==> src/rtl/audio_pll_ctrl.sv <==
// Audio PLL power-up/recovery sequencer: PLL reset, lock wait with timeout/retries, settle, RUN.
// Latency: outputs decode the state register; pll_locked reaches the FSM after a 2-flop synchroniser.
// Backpressure: none; level-sensitive enable, loss of lock re-sequences from RESET.
//
// Ports:
//   ref_audio   free-running reference clock (keeps running while the PLL is held in reset)
//   reset       synchronous active-high reset
//   enable      sequencer enable; low forces IDLE from any state
//   pll_locked  asynchronous PLL lock indication
//   pll_areset  PLL reset, high in IDLE/RESET/FAULT
//   audio_rst_n audio-domain reset, released only in RUN
//   ready       high in RUN
//   fault       high in FAULT (retries exhausted)
//   retry_cnt   failed attempts in the current bring-up
//   loss_cnt    saturating count of lock losses seen in RUN
//   state       IDLE=0 RESET=1 WAIT_LOCK=2 SETTLE=3 RUN=4 FAULT=5
module audio_pll_ctrl #(
    parameter int RST_CYCLES    = 16,
    parameter int LOCK_TIMEOUT  = 24576,
    parameter int SETTLE_CYCLES = 256,
    parameter int MAX_RETRY     = 3,
    parameter int CNT_W         = 16
) (
    input  logic       ref_audio,
    input  logic       reset,
    input  logic       enable,
    input  logic       pll_locked,
    output logic       pll_areset,
    output logic       audio_rst_n,
    output logic       ready,
    output logic       fault,
    output logic [1:0] retry_cnt,
    output logic [7:0] loss_cnt,
    output logic [2:0] state
);

    typedef enum logic [2:0] {
        S_IDLE   = 3'd0,
        S_RESET  = 3'd1,
        S_WAIT   = 3'd2,
        S_SETTLE = 3'd3,
        S_RUN    = 3'd4,
        S_FAULT  = 3'd5
    } state_t;

    localparam logic [CNT_W-1:0] RST_LAST    = CNT_W'(RST_CYCLES - 1);
    localparam logic [CNT_W-1:0] LOCK_LAST   = CNT_W'(LOCK_TIMEOUT - 1);
    localparam logic [CNT_W-1:0] SETTLE_LAST = CNT_W'(SETTLE_CYCLES - 1);
    localparam logic [1:0]       RETRY_MAX   = 2'(MAX_RETRY);

    state_t           st;
    logic [CNT_W-1:0] timer;
    logic             lock_m;
    logic             lock_s;
    logic             attempt_fail;

    // A timeout and a lock drop in the same cycle collapse into one failure.
    always_comb begin
        attempt_fail = 1'b0;
        if (st == S_WAIT && !lock_s && timer == LOCK_LAST)
            attempt_fail = 1'b1;
        if (st == S_SETTLE && !lock_s)
            attempt_fail = 1'b1;
    end

    always_ff @(posedge ref_audio) begin
        if (reset) begin
            st        <= S_IDLE;
            timer     <= '0;
            lock_m    <= 1'b0;
            lock_s    <= 1'b0;
            retry_cnt <= 2'd0;
            loss_cnt  <= 8'd0;
        end else begin
            lock_m <= pll_locked;
            lock_s <= lock_m;
            if (!enable) begin
                st    <= S_IDLE;
                timer <= '0;
            end else if (attempt_fail) begin
                timer <= '0;
                if (retry_cnt == RETRY_MAX) begin
                    st <= S_FAULT;
                end else begin
                    st        <= S_RESET;
                    retry_cnt <= retry_cnt + 2'd1;
                end
            end else begin
                case (st)
                    S_IDLE: begin
                        st        <= S_RESET;
                        timer     <= '0;
                        retry_cnt <= 2'd0;
                    end
                    S_RESET: begin
                        if (timer == RST_LAST) begin
                            st    <= S_WAIT;
                            timer <= '0;
                        end else begin
                            timer <= timer + CNT_W'(1);
                        end
                    end
                    S_WAIT: begin
                        if (lock_s) begin
                            st    <= S_SETTLE;
                            timer <= '0;
                        end else begin
                            timer <= timer + CNT_W'(1);
                        end
                    end
                    S_SETTLE: begin
                        // lock_s is known high here; a low lock_s was a failure above.
                        if (timer == SETTLE_LAST) begin
                            st        <= S_RUN;
                            timer     <= '0;
                            retry_cnt <= 2'd0;
                        end else begin
                            timer <= timer + CNT_W'(1);
                        end
                    end
                    S_RUN: begin
                        timer <= '0;
                        if (!lock_s) begin
                            st <= S_RESET;
                            if (loss_cnt != 8'hFF)
                                loss_cnt <= loss_cnt + 8'd1;
                        end
                    end
                    S_FAULT: begin
                        timer <= '0;
                    end
                    default: begin
                        st    <= S_IDLE;
                        timer <= '0;
                    end
                endcase
            end
        end
    end

    // Both resets decode the state register, so they move on the same edge as the state.
    assign state       = st;
    assign pll_areset  = (st == S_IDLE) || (st == S_RESET) || (st == S_FAULT);
    assign audio_rst_n = (st == S_RUN);
    assign ready       = (st == S_RUN);
    assign fault       = (st == S_FAULT);

endmodule

==> config.mk <==
export PLATFORM = sky130hd
export DESIGN_NAME = audio_pll_ctrl
export DESIGN_NICKNAME = d
export VERILOG_FILES = /design/src/rtl/audio_pll_ctrl.sv
export SDC_FILE = /design/constraint.sdc
export NUM_CORES = 1
export LEC_CHECK = 0
export ABC_AREA = 0
export CORE_MARGIN = 3
export CORE_UTILIZATION = 45
export CTS_BUF_LIST = sky130_fd_sc_hd__clkbuf_8
export DETAILED_ROUTE_END_ITERATION = 8
export PLACE_DENSITY = 0.7
export RECOVER_POWER = 100
export SYNTH_ARGS = -nofsm -noshare
export SYNTH_HDL_FRONTEND = slang
export SYNTH_SLANG_ARGS = --single-unit
==> constraint.sdc <==
create_clock -name ref_audio -period 2.4 [get_ports ref_audio]
set_input_delay 0.48 -clock ref_audio [delete_from_list [all_inputs] [get_ports ref_audio]]
set_output_delay 0.48 -clock ref_audio [all_outputs]
set_load 0.02 [all_outputs]
==> flow_summary.ini, run 1 <==
[critical_path]
critPathKind = flop to flop
startpoint_type = flop
critical_path_arrival_ns = 2.42
cp_max_fo = 4
worstSetupEndpointType = flop
worstPathRequired_ns = 2.57

[timing]
finClkSkew_ns = 0.00616
rsz0062_at_grt = false
fin_crit_sh = 0.937
fmax_mhz = 445
worst_pin_slew_ns = 0.577
period_minus_slack_ns = 2.25
hold_viol = 0
relSlewSlack = 0.615
slew_violations = 0
tns_ns = 0
fin_ws_ns = 0.152
fin_hold_ws_ns = 0.448
setup_viol = 0

[place]
preCtsSetupSlack_ns = 0.172
gp_congestion = 0.832
dp.cells = 244
portBuffers = 20
dp_hpwl_um = 2410

[global_routing]
grt_pass1_vias = 1312
grt_overflow = 0
antenna_found_initial = 0
grt_first_pass_wirelength_um = 6070
grt.total_usage = 0.186
grt_max_degree = 17

[drt]
drc_errors = 0
wl_per_cell_um = 13.5
postRouteWirelength_um = 3380
drtIter0Drc = 53
routed_via_density = 5.30
vias = 1325
drtAntennaViolNets = 0
firstDrtPassIters = 4

[hold_path]
hold_path.class = flop to flop

[floorplanning]
num_rows = 20
die-area_um2 = 4190
die_y_um = 64.7
start_util = 0.489
ios = 21
die_w_um = 64.7
coreArea_um2 = 3180

[pwr]
ir_worst_vdd_v = 0.000444
p_leak_nw = 0.750
power_density_nw_per_um2 = 488

[synthesis]
yosysUniqueCellTypes = 42
synthAdderAreaFrac = 0.0242
synth-compound-area-share = 0.0701
synth.top_cell.area_share = 0.400
synth_xor_xnor_area_share = 0.124
ys_seq_area_frac = 0.400
synth_top_cell_by_area = dfxtp_1
yosysWarnings = 0
syn_area_per_cell_um2 = 8.67
syn_area_um2 = 1550
muxShareOfSynthArea = 0.0201
synth_top_family_by_area = simple AND/OR/NAND/NOR gates
synthSimpleGateAreaFrac = 0.320
synthCells = 179
ys_top_cells_by_area = dfxtp_1, nor2_1, xnor2_1, xor2_1, nand4_1
ys_seq_elements = 31
syn_nets = 186

[status]
status = complete, no violations

[clock_network]
path_clk_slew_ns = 0.06
cts_max_path_buffers = 2
cts_tree = built
numCtsBuffers = 5
clk_latency_ns = 0.28
h-tree-depth = 2
post-cts-setup-buffers = 0
clkSinkCount = 31
cts-root-buf = clkbuf_8

[layout]
areaGrowthSynthToFinish_pct = 22.2
final_common_cell = nor2_1
nFillCells = 296
layout_common_cells = nor2_1, dfxtp_1, dlygate4sd3_1
drive_gt1_frac = 0.0825
n_antenna_cell = 0
layout.cells.non_filler = 250
fin_nets = 214

[run]
drv_cap = 0
timing repair:
item                       in CTS  in global routing
resized for setup               0                  1
hold buffers                    0                  0
setup endpoints to repair       0                  2
per-layer routing:
layer / vias to the layer above / wire (um) / global-route usage
met1: 611 / 1600 / 0.231
met4: 0 / 48 / 0.0739
met2: 35 / 1540 / 0.296
met3: 4 / 184 / 0.0589
li1: 675 / - / -
met5: - / 0 / 0
logic make-up (layout without fill, tap and decap cells):
kind of cell / Yosys count / in the layout
AND/OR/NAND/NOR: 93 / 93
AO/OA/AOI/OAI: 13 / 13
flip-flops: 31 / 31
adder cells (fa/ha/maj): 3 / 3
buffers and inverters: 14 / 41
multiplexers: 3 / 3
XOR/XNOR: 22 / 22
path summary, 6_finish.rpt:
path,slack (ns),cells past startpoint,from,to
hold / removal,0.45,1,lock_m,lock_s
hold reg to reg,0.45,1,lock_m,lock_s
setup / recovery,0.15,5,timer[12],state[0]
setup reg to reg,0.15,5,timer[12],state[0]
report_power, final:
part,switching (mW),internal (mW),total [mW],leakage (nW)
sequential,0.00146,0.518,0.519,0.250
combinational,0.0212,0.0184,0.0397,0.459
clock,0.178,0.188,0.367,0.0413
total,0.201,0.725,0.925,0.750
layout make-up:
class / instances / area (um^2) / area share
timing repair buffer: 28 / 250 / 0.132
clock buffer: 5 / 68.8 / 0.0363
sequential: 31 / 621 / 0.327
tap: 44 / 55.1 / 0.0290
inverter: 7 / 26.3 / 0.0139
multi-input combinational: 134 / 872 / 0.460
clock inverter: 1 / 3.75 / 0.00198
registers in the layout, summed over array words and instances, names as in the netlist:
name	count
timer	16
loss_cnt	8
retry_cnt	2
lock_m	1
state	3
lock_s	1
cell usage after synthesis:
library cell and instances:
dfxtp_1 31, and3b_1 1, nor2b_1 5, nor4_2 1, a211o_1 1, xor2_1 9, and4_1 1, clkbuf_1 4
xnor2_1 13, mux2i_1 2, o21ai_0 1, o311a_1 2, a21boi_1 1, a31o_2 1, or4b_1 1, o41ai_1 1
o211ai_1 1, nand3_1 8, and3_1 9, buf_2 1, mux2_1 1, or4b_4 1, nor4_1 1, clkinv_1 1
or3_1 1, nor3_1 2, or3b_1 1, inv_1 6, ha_1 3, nand2_1 5, buf_4 1, o21a_1 2
nand4_1 11, nor3b_1 2, a21oi_1 1, a211oi_2 1, or2_2 1, a222oi_1 1, buf_6 1, nor2_1 37
nand2b_1 1, or4_1 4
critical path, stage by stage, from the launching register on:
cell	delay, ns
dfxtp_1	0.34
or4_1	0.60
o41ai_1	0.39
o211ai_1	0.19
or4b_1	0.49
o311a_1	0.13
per-stage QoR:
stage | area (um^2) | util | power (mW)
5_1_grt | 1900 | 0.597 | 0.960
4_1_cts | 1900 | 0.598 | 0.942
3_5_place_dp | 1830 | 0.576 | 0.572
2_1_floorplan | 1550 | - | 0.555
3_3_place_gp | 1830 | 0.576 | 0.572
6_report | 1900 | 0.597 | 0.925
No activity file was read; power rests on OpenSTA's default activity.
==> run 2, diff against run 1 <==
--- a/config.mk
+++ b/config.mk
@@ -12,6 +12,7 @@
 export DETAILED_ROUTE_END_ITERATION = 8
 export PLACE_DENSITY = 0.7
 export RECOVER_POWER = 100
+export SKIP_CTS_REPAIR_TIMING = 1
 export SYNTH_ARGS = -nofsm -noshare
 export SYNTH_HDL_FRONTEND = slang
 export SYNTH_SLANG_ARGS = --single-unit
==> results of run 2 <==
The final DEF is identical to that of run 1; final timing and power are the same.
